===== src/rtl/cmd_tx_pkg.sv =====
// Shared constants, FSM state encoding and command byte helper for cmd_tx.
package cmd_tx_pkg;

  localparam logic [2:0]  OPC_ACC   = 3'd2;
  localparam int unsigned CMD_BYTES = 6;

  typedef enum logic [2:0] {
    StIdle = 3'd0,
    StSend = 3'd1,
    StGap  = 3'd2,
    StWait = 3'd3,
    StResp = 3'd4
  } state_e;

  // Byte idx of a command word, lowest byte at idx 0.
  function automatic logic [7:0] cmd_byte(input logic [47:0] c, input logic [2:0] idx);
    logic [47:0] sh;
    sh = c >> {idx, 3'b000};
    return sh[7:0];
  endfunction

endpackage


===== src/rtl/cmd_tx_timeout_cnt.sv =====
// Inter-byte timeout counter: counts enabled cycles since the last clear and
// flags expiry on the cycle the count reaches TIMEOUT.
module timeout_cnt #(
  parameter int unsigned TIMEOUT = 50000
) (
  input  logic clk,
  input  logic nRst,
  input  logic clear,
  input  logic enable,
  output logic expired
);

  localparam int unsigned CW = $clog2(TIMEOUT + 1);

  logic [CW-1:0] cnt_q;

  // The cycle after clear holds count 0, so expiry lands TIMEOUT edges after clear.
  assign expired = enable && (cnt_q == CW'(TIMEOUT - 1));

  // Count enabled cycles; saturate once expired.
  always_ff @(posedge clk or negedge nRst) begin
    if (!nRst) begin
      cnt_q <= '0;
    end else if (clear) begin
      cnt_q <= '0;
    end else if (enable && !expired) begin
      cnt_q <= cnt_q + CW'(1);
    end
  end

endmodule


===== src/rtl/cmd_tx.sv =====
// Command transmitter: serialises a 6-byte command to a UART transmitter and,
// for ACC commands, collects a fixed-length response with an inter-byte timeout.
module cmd_tx
  import cmd_tx_pkg::*;
#(
  parameter int unsigned RESP_BYTES = 16,
  parameter int unsigned TIMEOUT    = 50000
) (
  input  logic         clk,
  input  logic         nRst,
  input  logic         start,
  input  logic [47:0]  cmd,
  output logic         ready,
  output logic [7:0]   tx_data,
  output logic         tx_send,
  input  logic         tx_busy,
  input  logic [7:0]   rx_data,
  input  logic         rx_valid,
  output logic [127:0] resp,
  output logic         done,
  output logic         timeout,
  output logic [4:0]   rx_count
);

  localparam logic [2:0] LAST_IDX  = 3'(CMD_BYTES - 1);
  localparam logic [4:0] LAST_RESP = 5'(RESP_BYTES - 1);

  state_e      state_q;
  logic [47:0] cmd_q;
  logic [2:0]  byte_idx_q;
  logic        tc_clear;
  logic        tc_enable;
  logic        tc_expired;

  assign ready = (state_q == StIdle);

  // Strobe is combinational so it can only ever be high while in SEND.
  assign tx_send = (state_q == StSend) && !tx_busy;

  // Counter runs only in RESP; it restarts on entry and on every accepted byte.
  assign tc_enable = (state_q == StResp);
  assign tc_clear  = (state_q != StResp) || rx_valid;

  timeout_cnt #(
    .TIMEOUT (TIMEOUT)
  ) u_timeout_cnt (
    .clk     (clk),
    .nRst    (nRst),
    .clear   (tc_clear),
    .enable  (tc_enable),
    .expired (tc_expired)
  );

  // Transaction FSM with registered byte, response and status outputs.
  always_ff @(posedge clk or negedge nRst) begin
    if (!nRst) begin
      state_q    <= StIdle;
      cmd_q      <= '0;
      byte_idx_q <= '0;
      tx_data    <= '0;
      resp       <= '0;
      done       <= 1'b0;
      timeout    <= 1'b0;
      rx_count   <= '0;
    end else begin
      done    <= 1'b0;
      timeout <= 1'b0;
      unique case (state_q)
        StIdle: begin
          if (start) begin
            cmd_q      <= cmd;
            tx_data    <= cmd[7:0];
            byte_idx_q <= '0;
            rx_count   <= '0;
            resp       <= '0;
            state_q    <= StSend;
          end
        end
        StSend: begin
          if (!tx_busy) state_q <= StGap;
        end
        // Gives the transmitter one cycle to raise busy before it is looked at.
        StGap: begin
          state_q <= StWait;
        end
        StWait: begin
          if (!tx_busy) begin
            if (byte_idx_q != LAST_IDX) begin
              byte_idx_q <= byte_idx_q + 3'd1;
              tx_data    <= cmd_byte(cmd_q, byte_idx_q + 3'd1);
              state_q    <= StSend;
            end else if (cmd_q[10:8] == OPC_ACC) begin
              state_q <= StResp;
            end else begin
              done    <= 1'b1;
              state_q <= StIdle;
            end
          end
        end
        StResp: begin
          // A byte arriving on the expiry cycle wins over the timeout.
          if (rx_valid) begin
            resp[{rx_count[3:0], 3'b000} +: 8] <= rx_data;
            rx_count <= rx_count + 5'd1;
            if (rx_count == LAST_RESP) begin
              done    <= 1'b1;
              state_q <= StIdle;
            end
          end else if (tc_expired) begin
            timeout <= 1'b1;
            state_q <= StIdle;
          end
        end
        default: state_q <= StIdle;
      endcase
    end
  end

endmodule


===== config.mk =====
export PLATFORM = sky130hd
export DESIGN_NAME = cmd_tx
export DESIGN_NICKNAME = d
export VERILOG_FILES = /design/src/rtl/cmd_tx_pkg.sv /design/src/rtl/cmd_tx_timeout_cnt.sv /design/src/rtl/cmd_tx.sv
export SDC_FILE = /design/constraint.sdc
export NUM_CORES = 1
export LEC_CHECK = 0
export ABC_AREA = 0
export CAP_MARGIN = 25
export CORE_MARGIN = 10
export CORE_UTILIZATION = 40
export CTS_CLUSTER_DIAMETER = 200
export DETAILED_ROUTE_END_ITERATION = 16
export PLACE_DENSITY = 0.62
export SKIP_CTS_REPAIR_TIMING = 1
export SLEW_MARGIN = 20
export SYNTH_ARGS = -nofsm -noshare
export SYNTH_HDL_FRONTEND = slang
export SYNTH_HIERARCHICAL = 1
export SYNTH_SLANG_ARGS = --single-unit

===== constraint.sdc =====
create_clock -name clk -period 2.8 [get_ports clk]
set_input_delay 0.28 -clock clk [delete_from_list [all_inputs] [get_ports clk]]
set_output_delay 0.28 -clock clk [all_outputs]
set_load 0.01 [all_outputs]

=== After elaboration in Yosys (flattened, before gate mapping) ===
Index checks and enable logic that the tools add are counted.

* Add/sub/neg operators: 4
* Reductions and logical operators: 14
* Shift operators: 3
* Muxes and demuxes: 35
* Eq/ne operators: 16

{| class="wikitable"
|+ Operators by type and width
! operator !! count
|-
| $mux 128 || 2
|-
| $pmux 128 s2 || 1
|-
| $bwmux 128 || 1
|-
| $shift 8x9->128 const A || 1
|-
| $shiftx 8x9->128 || 1
|-
| $shr 48x6->8 || 1
|-
| $mux 3 || 11
|-
| $mux 16 || 2
|-
| $mux 8 || 3
|-
| $add 16x1->16 const B || 1
|-
| $eq 16x16->1 const B || 1
|-
| $pmux 8 s2 || 1
|-
| $pmux 3 s5 || 1
|-
| $ne 3x3->1 const B || 4
|-
| $mux 5 || 2
|-
| $ne 2x2->1 const B || 5
|-
| $pmux 5 s2 || 1
|-
| $eq 3x2->1 const B || 3
|-
| $neg 7->9 || 1
|-
| $mux 1 || 8
|-
| $pmux 3 s2 || 1
|-
| $reduce_bool 2->1 || 3
|-
| $add 5x1->5 const B || 1
|-
| $eq 5x4->1 const B || 1
|-
| other kinds (12) || 15
|}

* Register bits after elaboration: 213
* Bits of input ports: 61
* Logic and storage cells: 81
* Output and inout port bits: 145

=== Depth between registers and ports, before layout ===
Gate-level depths: netlist (run 1).

* Word-level depth: 6
* Mapped depth: 9
* Mapped depth without buffers: 7

=== Cells and area by module ===
The synthesis (run 1) kept the hierarchy.

{| class="wikitable"
|+ Modules (own cells, without submodules)
! module !! area an instance (µm²) !! instances !! seq. area each (µm²) !! cells an instance
|-
| cmd_tx || 8483.1 || 1 || 4929.7 || 777
|-
| timeout_cnt || 930.9 || 1 || 400.4 || 97
|}

=== Worst setup path before layout (run 1) ===
No wires, ideal clock.

* Path kind: register to register
* Start: reg rx_count[0]
* End: reg resp[83]
* Buffers on the path: 1
* Data required time: 2.678 ns
* Path slack: 0.340 ns
* Library setup time: 0.122 ns
* Period minus slack after synthesis: 2.460 ns
* Data arrival time: 2.338 ns
* Stages on the path, launching flop included: 9
* Cells stage by stage: dfrtp_1 clkbuf_1 inv_1 ha_1 nor2b_1 nand2_1 nor2_1 a21oi_1 a32o_1

* Cells in the longest elaborated chain, start to end: 5
* Elaborated cells between the ends (all ways): 6
* Those cells by class: add/sub: 1; shift: 2; mux: 3

{| class="wikitable"
|+ RTL lines
! what !! line !! source
|-
| from (decl) || cmd_tx.sv:22 || <nowiki>output logic [4:0] rx_count</nowiki>
|-
| from (signal assigned) || cmd_tx.sv:104 || <nowiki>rx_count <= rx_count + 5'd1;</nowiki>
|-
| $neg 7->9 (*) || cmd_tx.sv:103 || <nowiki>resp[{rx_count[3:0], 3'b000} +: 8] <= rx_data;</nowiki>
|-
| $shiftx 8x9->128 or $shift 8x9->128 (tied branches) || cmd_tx.sv:103 ||
|-
| $bwmux 128 (*) || cmd_tx.sv:103 ||
|-
| $mux 128 (*) || cmd_tx.sv:102 || <nowiki>if (rx_valid) begin</nowiki>
|-
| $pmux 128 s2 (*) || cmd_tx.sv:68 || <nowiki>unique case (state_q)</nowiki>
|-
| to (signal, indexed assignment) || cmd_tx.sv:103 ||
|-
| to (decl) || cmd_tx.sv:19 || <nowiki>output logic [127:0] resp,</nowiki>
|}

Every way passes the cells marked *; elsewhere a longest branch is shown, timed or not. The select of a mux whose other input is x is not followed.
A chain may end at the register's enable or synchronous reset.

=== Worst setup path after layout (run 1) ===
* Start: reg state_q[0]
* End: out tx_send

* Cells in the longest elaborated chain, start to end: 2

{| class="wikitable"
|+ RTL lines
! what !! line !! source
|-
| from (decl) || cmd_tx.sv:28 || <nowiki>state_e state_q;</nowiki>
|-
| from (signal assigned) || cmd_tx.sv:57 || <nowiki>state_q <= StIdle;</nowiki>
|-
| from (signal assigned) || cmd_tx.sv:76 || <nowiki>state_q <= StSend;</nowiki>
|-
| from (signal assigned) || cmd_tx.sv:80 || <nowiki>if (!tx_busy) state_q <= StGap;</nowiki>
|-
| $eq 3x1->1 || cmd_tx.sv:38 || <nowiki>assign tx_send = (state_q == StSend) && !tx_busy;</nowiki>
|-
| $logic_and 1x1->1 || cmd_tx.sv:38 ||
|-
| to (decl) || cmd_tx.sv:15 || <nowiki>output logic tx_send,</nowiki>
|}

No other way between the ends.

==> flow_metrics.py, run 1 <==
metrics = {
    "placed_design": {
        "gp_congestion": 0.817,
        "post-place-ws_ps": 440,
        "hpwl_um": 20300,
        "io_buffers": 205,
    },
    "power_and_ir_drop": {
        "seq_power_share": 0.411,
        "p_sw_uw": 2890,
        "combPwrFrac": 0.262,
        "switching_share": 0.310,
        "intPower_uw": 6430,
        "peakVddDrop_mv": 0.364,
        "p_per_area_mw_per_mm2": 738,
        "leakage_uw": 0.00544,
        "p_clk_frac": 0.326,
    },
    "yosys": {
        "synth_seq_area_share": 0.566,
        "netlist_top_cells_count": "216 x nand2_1, 213 x dfrtp_1, 56 x o2bb2ai_1, 43 x nand3_1, 30 x o21ai_0",
        "synth_edf_count": 0,
        "synth.top_cell.area_share": 0.566,
        "avgSynthCellArea_um2": 10.8,
        "yosysUniqueCellTypes": 64,
        "syn_area_mm2": 0.00941,
        "yosys.area.top_type": "dfrtp_1",
        "ys_ff_latch": 213,
        "yosysMostFrequentCell": "nand2_1",
        "synth.area.top_cells": "dfrtp_1 57%, nand2_1 8.6%, o2bb2ai_1 5.2%",
        "yosys_warnings": 6,
        "yosys_most_used_dff": "dfrtp_1",
        "syn_inst": 874,
        "synthArstFlopShare": 1.00,
        "synthesis.nets": 943,
    },
    "critical_path": {
        "crit_arrival_ps": 2230,
        "cp-end-kind": "output port",
        "crit_chain": "nor3b_1, nor2b_1, clkdlybuf4s50_1",
        "startpoint_type": "flop",
        "max_stage_delay_ps": 570,
        "crit_fanout": 9,
        "crit_path_top_delay_cell": "clkdlybuf4s50_1",
        "crit_type": "flop to output port",
        "critPathBufInv": 1,
        "crit_required_ps": 2520,
        "crit_family": "simple AND/OR/NAND/NOR gates",
        "crit_path_start": "state_q[0]",
        "regToRegStartpoint": "state_q[0]",
    },
    "routing": {
        "drt-total-wl_um": 28700,
        "viasPerCell": 5.23,
        "avgRoutedWirePerCell_um": 20.2,
        "drt_iter0_markers": 545,
        "drcViolationCount": 0,
        "vias": 7424,
        "drt.antenna.violating_nets": 0,
        "first_pass_iters": 4,
    },
    "timing": {
        "period_minus_slack_ps": 2510,
        "final.setup_skew_ps": 16.5,
        "finalHoldViolations": 0,
        "worstMarginPinSlew_ps": 844,
        "finalSetupViolations": 0,
        "finalSetupTns_ps": 0,
        "setup_slack_ps": 291,
        "max_freq_mhz": 399,
        "slew_violations": 0,
        "rsz0062_at_grt": "no",
        "relSlewSlack": 0.435,
        "min_period_over_period": 0.896,
    },
    "grt": {
        "grt_antenna_before_repair": 0,
        "grt_pass1_vias": 7742,
        "overflow": 0,
        "grt_pass1_wl_um": 45700,
        "grt_usage": 0.186,
        "grt_start_max_net_pins": 81,
    },
    "clock_tree": {
        "insertion_delay_ps": 520,
        "clock-sinks": 213,
        "path_clk_slew_ps": 60,
        "cts_buffers": 25,
        "htree_levels": 1,
        "cts_tree": "yes",
        "cts_root_buf": "clkbuf_16",
        "clockBufferDepth": 3,
    },
    "floorplan": {
        "coreArea_mm2": 0.0233,
        "die-height_um": 173,
        "row_count": 56,
        "die_area_mm2": 0.0301,
        "die_width_um": 173,
        "ios": 206,
        "initial_utilization": 0.403,
    },
    "finish": {
        "fill_cells": 2064,
        "drive_gt1_frac": 0.0973,
        "num-nets-final": 1153,
        "diodes": 0,
        "synthToLayoutAreaGrowth_pct": 34.1,
    },
    "worst_hold_path": {
        "hp-class": "input port to flop",
        "min-delay-start": "cmd[8]",
    },
    "run_status": {
        "status": "finished clean",
    },
    "run": {
        "drv_cap": 0,
    },
}
[power by group through the flow]
| stage | clock network, uW | logic [uW] | registers (uW) |
|---|---|---|---|
| floorplan | 0 | 1510 | 3850 |
| global route | 3250 | 2720 | 3890 |
| CTS | 3100 | 2480 | 3840 |
| detailed placement | 0 | 2460 | 3890 |
| global placement | 0 | 2430 | 3860 |
| finish | 3040 | 2440 | 3830 |
[layout by cell type (no fill, tap or decap), types with 8 or more instances in the layout]
cell,synthesis,layout
mux2i_1,13,13
dfrtp_1,213,213
clkbuf_1,18,8
and3_1,8,8
ha_1,8,8
nand3_1,43,43
mux2_2,9,9
nand2_1,216,216
o21ai_0,30,30
a32o_1,23,23
nor2_1,24,24
mux4_2,8,8
o31ai_1,9,9
clkbuf_16,0,25
clkdlybuf4s50_1,0,204
inv_1,27,27
a22o_1,16,16
o21ai_1,13,13
a21oi_1,9,9
o2bb2ai_1,56,56
buf_4,1,25
[sequential cells by signal (all words and copies together) (netlist names)]
signal	count
state_q	3
rx_count	5
byte_idx_q	3
resp	128
cmd_q	48
timeout	1
u_timeout_cnt/cnt_q	16
tx_data	8
done	1
[logic make-up after synthesis]
logic type | count (synthesis) | synth area share
AO/OA/AOI/OAI | 177 | 0.152
XOR/XNOR | 12 | 0.0112
adder cells (fa/ha/maj) | 8 | 0.0106
buffers and inverters | 77 | 0.0369
flip-flops | 213 | 0.566
multiplexers | 32 | 0.0464
AND/OR/NAND/NOR | 355 | 0.177
[path summary, 6_finish.rpt]
kind	slack, ps	cells after the start	endpoint
max reg2reg	490	8	u_timeout_cnt/cnt_q[4]
max	290	3	tx_send
max in group asynchronous	1560	3	resp[12]
min	300	3	cmd_q[8]
min reg2reg	470	2	cmd_q[37]
min in group asynchronous	380	2	resp[69]
[worst min-delay path, stage by stage]
cell             delay, ps
clkdlybuf4s50_1        400
nand2_1                 50
nand2_1                 40
[cell type report]
cell class | instances | area [um^2] | area share
inverter | 27 | 101 | 0.00803
timing repair buffer | 233 | 2290 | 0.182
sequential | 213 | 5330 | 0.422
multi-input combinational | 584 | 3740 | 0.296
clock buffer | 39 | 738 | 0.0585
clock inverter | 4 | 23.8 | 0.00188
tap | 319 | 399 | 0.0316
[routing by layer]
metal,global-route usage,part of all wire,up-vias
met3,0.0540,0.073,28
li1,-,-,3510
met1,0.250,0.46,3671
met5,0,0,-
met4,0.0305,0.012,0
met2,0.296,0.46,215
[metrics by stage]
stage	instances	utilization	hold slack, ps	total power (uW)	instance area (um^2)
2_1_floorplan	874	-	-15.6	5360	9410
4_1_cts	1418	0.541	-180	9420	12600
5_1_grt	1419	0.541	299	9870	12600
3_5_place_dp	1375	0.508	369	6350	11900
3_3_place_gp	1375	0.508	373	6300	11900
6_report	1419	0.541	297	9320	12600
No activity file was read; power rests on OpenSTA's default activity.
==> run 2, diff against run 1 <==
DONT_BUFFER_PORTS = 1   (was not set)
PLACE_DENSITY = 0.57   (was 0.62)
==> run 2 against run 1 <==
The flow now finishes with violations (hold timing). Power shrank 5.1%. Sequential share of layout area grew 6.2 points. Global-route usage shrank 1.5 points. Critical path depth grew 4. Die area is the same. Maximum frequency grew 7.2%. Utilization shrank 6.9 points. Non-clock buffer count shrank 158. Combinational power shrank 20%. Hold slack lost 820 ps. Cell count shrank 11%.
==> flow_metrics.py, run 2 (synthesis results as in run 1) <==
metrics = {
    "power_and_ir_drop": {
        "leakage_uw": 0.00488,
        "p_sw_uw": 2780,
        "switching_share": 0.315,
        "seq_power_share": 0.444,
        "p_per_area_mw_per_mm2": 803,
        "combPwrFrac": 0.221,
        "p_clk_frac": 0.335,
        "intPower_uw": 6060,
        "p_total_uw": 8840,
        "peakVddDrop_mv": 0.379,
    },
    "timing": {
        "finalSetupTns_ps": 0,
        "final.setup_skew_ps": 23.8,
        "min_period_over_period": 0.836,
        "slew_violations": 0,
        "setup_slack_ps": 460,
        "finalHoldViolations": 215,
        "max_freq_mhz": 427,
        "relSlewSlack": 0.476,
        "worst_hold_slack_ps": -520,
        "period_minus_slack_ps": 2340,
        "rsz0062_at_grt": "no",
        "worstMarginPinSlew_ps": 783,
        "finalSetupViolations": 0,
    },
    "grt": {
        "grt_antenna_before_repair": 0,
        "grt_pass1_vias": 6684,
        "grt_usage": 0.171,
        "grt_pass1_wl_um": 41600,
        "grt_start_max_net_pins": 214,
        "overflow": 0,
    },
    "critical_path": {
        "startpoint_type": "flop",
        "crit_arrival_ps": 2740,
        "cp-end-kind": "flop",
        "crit_fanout": 9,
        "crit_type": "flop to flop",
        "crit_required_ps": 3200,
    },
    "run_status": {
        "violations": "hold timing",
        "status": "complete, but fails checks",
    },
    "clock_tree": {
        "htree_levels": 1,
        "cts_buffers": 24,
        "clock-sinks": 213,
        "cts_root_buf": "clkbuf_16",
        "clockBufferDepth": 3,
        "cts_tree": "yes",
        "insertion_delay_ps": 520,
        "path_clk_slew_ps": 60,
    },
    "floorplan": {
        "coreArea_mm2": 0.0233,
        "initial_utilization": 0.403,
        "row_count": 56,
        "die_width_um": 173,
        "die_area_mm2": 0.0301,
        "ios": 206,
        "die-height_um": 173,
    },
    "routing": {
        "viasPerCell": 5.43,
        "drcViolationCount": 0,
        "drt-total-wl_um": 27300,
        "drt.antenna.violating_nets": 0,
        "highest_layer": "met4",
        "met1Wirelength_um": 11600,
        "avgRoutedWirePerCell_um": 21.7,
        "first_pass_iters": 5,
        "wl_met2_um": 12700,
        "vias": 6831,
        "drt_iter0_markers": 583,
        "wl_met3_um": 2460,
    },
    "finish": {
        "largestRegisters": "resp (128), cmd_q (48), u_timeout_cnt/cnt_q (16)",
        "final_cell_mix": "216 x nand2_1, 213 x dfrtp_1, 58 x dlygate4sd3_1",
        "final_util": 0.472,
        "num-nets-final": 994,
        "fill_cells": 2174,
        "diodes": 0,
        "largest_register": "resp",
        "drive_gt1_frac": 0.102,
        "largest_reg_flops": 128,
        "layout_commonest_cell": "nand2_1",
        "synthToLayoutAreaGrowth_pct": 17.1,
    },
    "placed_design": {
        "io_buffers": 0,
        "post-place-ws_ps": 469,
        "gp_congestion": 0.822,
        "hpwl_um": 18500,
    },
    "worst_hold_path": {
        "hp-class": "input port to async pin",
    },
    "run": {
        "drv_cap": 0,
    },
}
==> run 2: cell types whose count changed in the layout (fill, tap and decap cells not counted), sizes merged <==
cell           change
clkdlybuf4s50    -204
clkinv             +1
clkbuf             -6
clkinvlp           +1
dlygate4sd3       +57
buf               -10
==> run 2: layer usage <==
metal  global-route usage  vias to the layer above
met1                0.219                     3388
met2                0.270                      216
met3               0.0682                       39
met5                    0                        -
li1                     -                     3188
met4               0.0356                        0
==> run 2: layout make-up <==
class                   instances  area (um^2)  share of cell area
repair buffers                 75          708              0.0643
clock buffers                  34          688              0.0624
clock inverters                 6         51.3             0.00465
multi-input cells             584         3740               0.340
flip-flops and latches        213         5330               0.484
inverters                      27          101             0.00920
well taps                     319          399              0.0362
==> run 2: stage by stage <==
stage          std cells  cell area [um^2]
4_1_cts             1200             10400
3_3_place_gp        1160              9700
6_report            1258             11000
2_1_floorplan        874              9410
3_5_place_dp        1160              9700
5_1_grt             1258             11000
==> run 2: worst max-delay path, stage by stage (launching register included) <==
cell and delay (ps):
dfrtp_1 370, inv_1 100, ha_1 340, and2_1 210, a21oi_1 70, o32ai_2 300
nand4_1 460, o31ai_1 350
==> run 2: power groups by stage <==
stage | Sequential, uW | Combinational, uW | Clock (uW)
finish | 3930 | 1960 | 2960
global route | 3990 | 2210 | 3160
CTS | 3940 | 1890 | 3040
detailed placement | 3980 | 1880 | 0
global placement | 3970 | 1850 | 0
floorplan | 3850 | 1510 | 0
==> run 2: final timing paths <==
kind | from | to | slack, ps | cells past startpoint
max | rx_count[1] | resp[37] | 460 | 7
min | nRst | state_q[1] | -520 | 0
max reg2reg | rx_count[1] | resp[37] | 460 | 7
min reg2reg | cmd_q[16] | cmd_q[16] | 470 | 2
max in group asynchronous | nRst | resp[107] | 3030 | 0
min in group clk | tx_busy | byte_idx_q[2] | -10 | 2
==> run 3, diff against run 2 <==
PLACE_DENSITY = 0.59   (was 0.57)
clock period = 1.95 ns   (was 2.8 ns; I/O delays follow)
==> run 3 against run 2 <==
The flow finishes with violations (hold timing, setup timing). Clock skew shrank 14 ps. Wire length grew 3.4%. Final area grew 8.1%.
==> flow_metrics.py, run 3 (synthesis results as in run 1) <==
metrics = {
    "finish": {
        "diodes": 0,
        "synthToLayoutAreaGrowth_pct": 26.5,
        "drive_gt1_frac": 0.205,
        "num-nets-final": 1057,
        "layout_commonest_cell": "dfrtp_1",
        "largest_register": "resp",
        "largestRegisters": "resp (128), cmd_q (48), u_timeout_cnt/cnt_q (16)",
        "largest_reg_flops": 128,
        "fin_area_mm2": 0.0119,
        "final_cell_mix": "211 x dfrtp_1, 209 x nand2_1, 64 x buf_4",
    },
    "routing": {
        "drt-total-wl_um": 28300,
        "viasPerCell": 5.40,
        "drcViolationCount": 0,
        "vias": 7143,
        "first_pass_iters": 5,
        "drt_iter0_markers": 471,
        "drt.antenna.violating_nets": 0,
        "avgRoutedWirePerCell_um": 21.4,
    },
    "critical_path": {
        "cp-end-kind": "flop",
        "crit_cells": 8,
        "crit_type": "flop to flop",
        "crit_chain": "buf_4, or2_2, a21oi_4, o32ai_4, buf_6, a31oi_4, buf_6, o2bb2ai_1",
        "crit_arrival_ps": 2400,
        "max_stage_delay_ps": 470,
        "r2r_cells": 8,
        "startpoint_type": "flop",
        "crit_required_ps": 2380,
        "regToRegStartpoint": "rx_count[0]",
        "crit_path_top_delay_cell": "dfrtp_2",
        "crit_fanout": 8,
        "cpMostUsedCell": "buf_6",
        "crit_family": "compound AO/OA/AOI/OAI gates",
        "critPathBufInv": 3,
        "rrSetupSlack_ps": -20,
        "r2r_end": "resp[13]",
    },
    "clock_tree": {
        "clockBufferDepth": 3,
        "cts_root_buf": "clkbuf_16",
        "path_clk_slew_ps": 60,
        "clock-sinks": 213,
        "htree_levels": 1,
        "cts_tree": "yes",
        "cts_buffers": 24,
        "insertion_delay_ps": 510,
    },
    "timing": {
        "max_freq_mhz": 508,
        "slew_violations": 0,
        "final.setup_skew_ps": 10.1,
        "worstMarginPinSlew_ps": 593,
        "min_period_over_period": 1.01,
        "setup_slack_ps": -18.8,
        "worst_hold_slack_ps": -620,
        "rsz0062_at_grt": "yes",
        "period_minus_slack_ps": 1970,
        "finalHoldViolations": 214,
        "relSlewSlack": 0.603,
        "finalSetupViolations": 8,
    },
    "grt": {
        "grt_usage": 0.173,
        "grt_pass1_vias": 6827,
        "grt_antenna_before_repair": 0,
        "grt_pass1_wl_um": 42100,
        "grt_start_max_net_pins": 214,
        "overflow": 0,
    },
    "power_and_ir_drop": {
        "peakVddDrop_mv": 0.608,
        "p_clk_frac": 0.336,
        "p_sw_uw": 4180,
        "switching_share": 0.308,
        "seq_power_share": 0.415,
        "combPwrFrac": 0.248,
        "intPower_uw": 9380,
        "p_per_area_mw_per_mm2": 1140,
        "p_total_uw": 13600,
        "leakage_uw": 0.00531,
    },
    "floorplan": {
        "die_area_mm2": 0.0301,
        "coreArea_mm2": 0.0233,
        "die_width_um": 173,
        "die-height_um": 173,
        "ios": 206,
        "row_count": 56,
        "initial_utilization": 0.403,
    },
    "run": {
        "drv_cap": 0,
    },
    "run_status": {
        "status": "complete, but fails checks",
        "violations": "hold timing, setup timing",
    },
    "placed_design": {
        "gp_congestion": 0.821,
        "io_buffers": 0,
        "placed_cell_area_mm2": 0.0101,
        "hpwl_um": 19000,
    },
    "worst_hold_path": {
        "hp-class": "input port to async pin",
    },
}
## run 3: cell types whose count changed in the layout (fill, tap and decap cells not counted), sizes merged
cell         previous run  this run
dlygate4sd3            58        59
clkinv                  4         9
clkbuf                 34        31
bufinv                  0         2
buf                    17        79
inv                    28        27
## run 3: per-stage QoR
step / cells / setup WS, ps / TNS [ps] / util / hold WS, ps
after floorplan: 874 / -97.2 / -2410 / - / -101
after global placement: 1208 / -41.2 / -299 / 0.434 / -82.4
after detailed placement: 1208 / -136 / -1680 / 0.434 / -83.7
after CTS: 1251 / -123 / -2110 / 0.469 / -631
after global routing: 1324 / -86.9 / -2790 / 0.510 / -642
final: 1324 / -18.8 / -92.5 / 0.510 / -620
## run 3: metal layers
layer  part of all wire  wire [um]  vias to the layer above  global-route usage
met3              0.096       2730                       34              0.0710
met1               0.42      11800                     3545               0.221
met5                  0          0                        -                   0
met2               0.47      13200                      238               0.266
li1                   -          -                     3326                   -
met4              0.021        590                        0              0.0464
## run 3: layout make-up
class                           count  area (um^2)
Clock buffer                       31          688
Clock inverter                     12          113
Fill cell                        2080        11400
Inverter                           27          104
Multi-Input combinational cell    584         4000
Sequential cell                   213         5330
Tap cell                          319          399
Timing Repair Buffer              138         1270
## run 3: worst max path at each step
stage / start / end / slack, ps
2_1_floorplan: rx_count[0] / resp[38] / -100
4_1_cts: rx_count[1] / resp[35] / -120
5_1_grt: rx_count[0] / resp[14] / -90
6_report: rx_count[0] / resp[13] / -20
3_3_place_gp: rx_count[1] / resp[38] / -40
3_5_place_dp: rx_count[1] / resp[38] / -140
## run 3: power by group through the flow
stage / registers [uW] / clock network [uW] / logic [uW]
after floorplan: 5530 / 0 / 2240
after global placement: 5680 / 0 / 2980
after detailed placement: 5700 / 0 / 3020
after CTS: 5620 / 4660 / 3040
after global routing: 5720 / 4850 / 3750
final: 5630 / 4560 / 3370
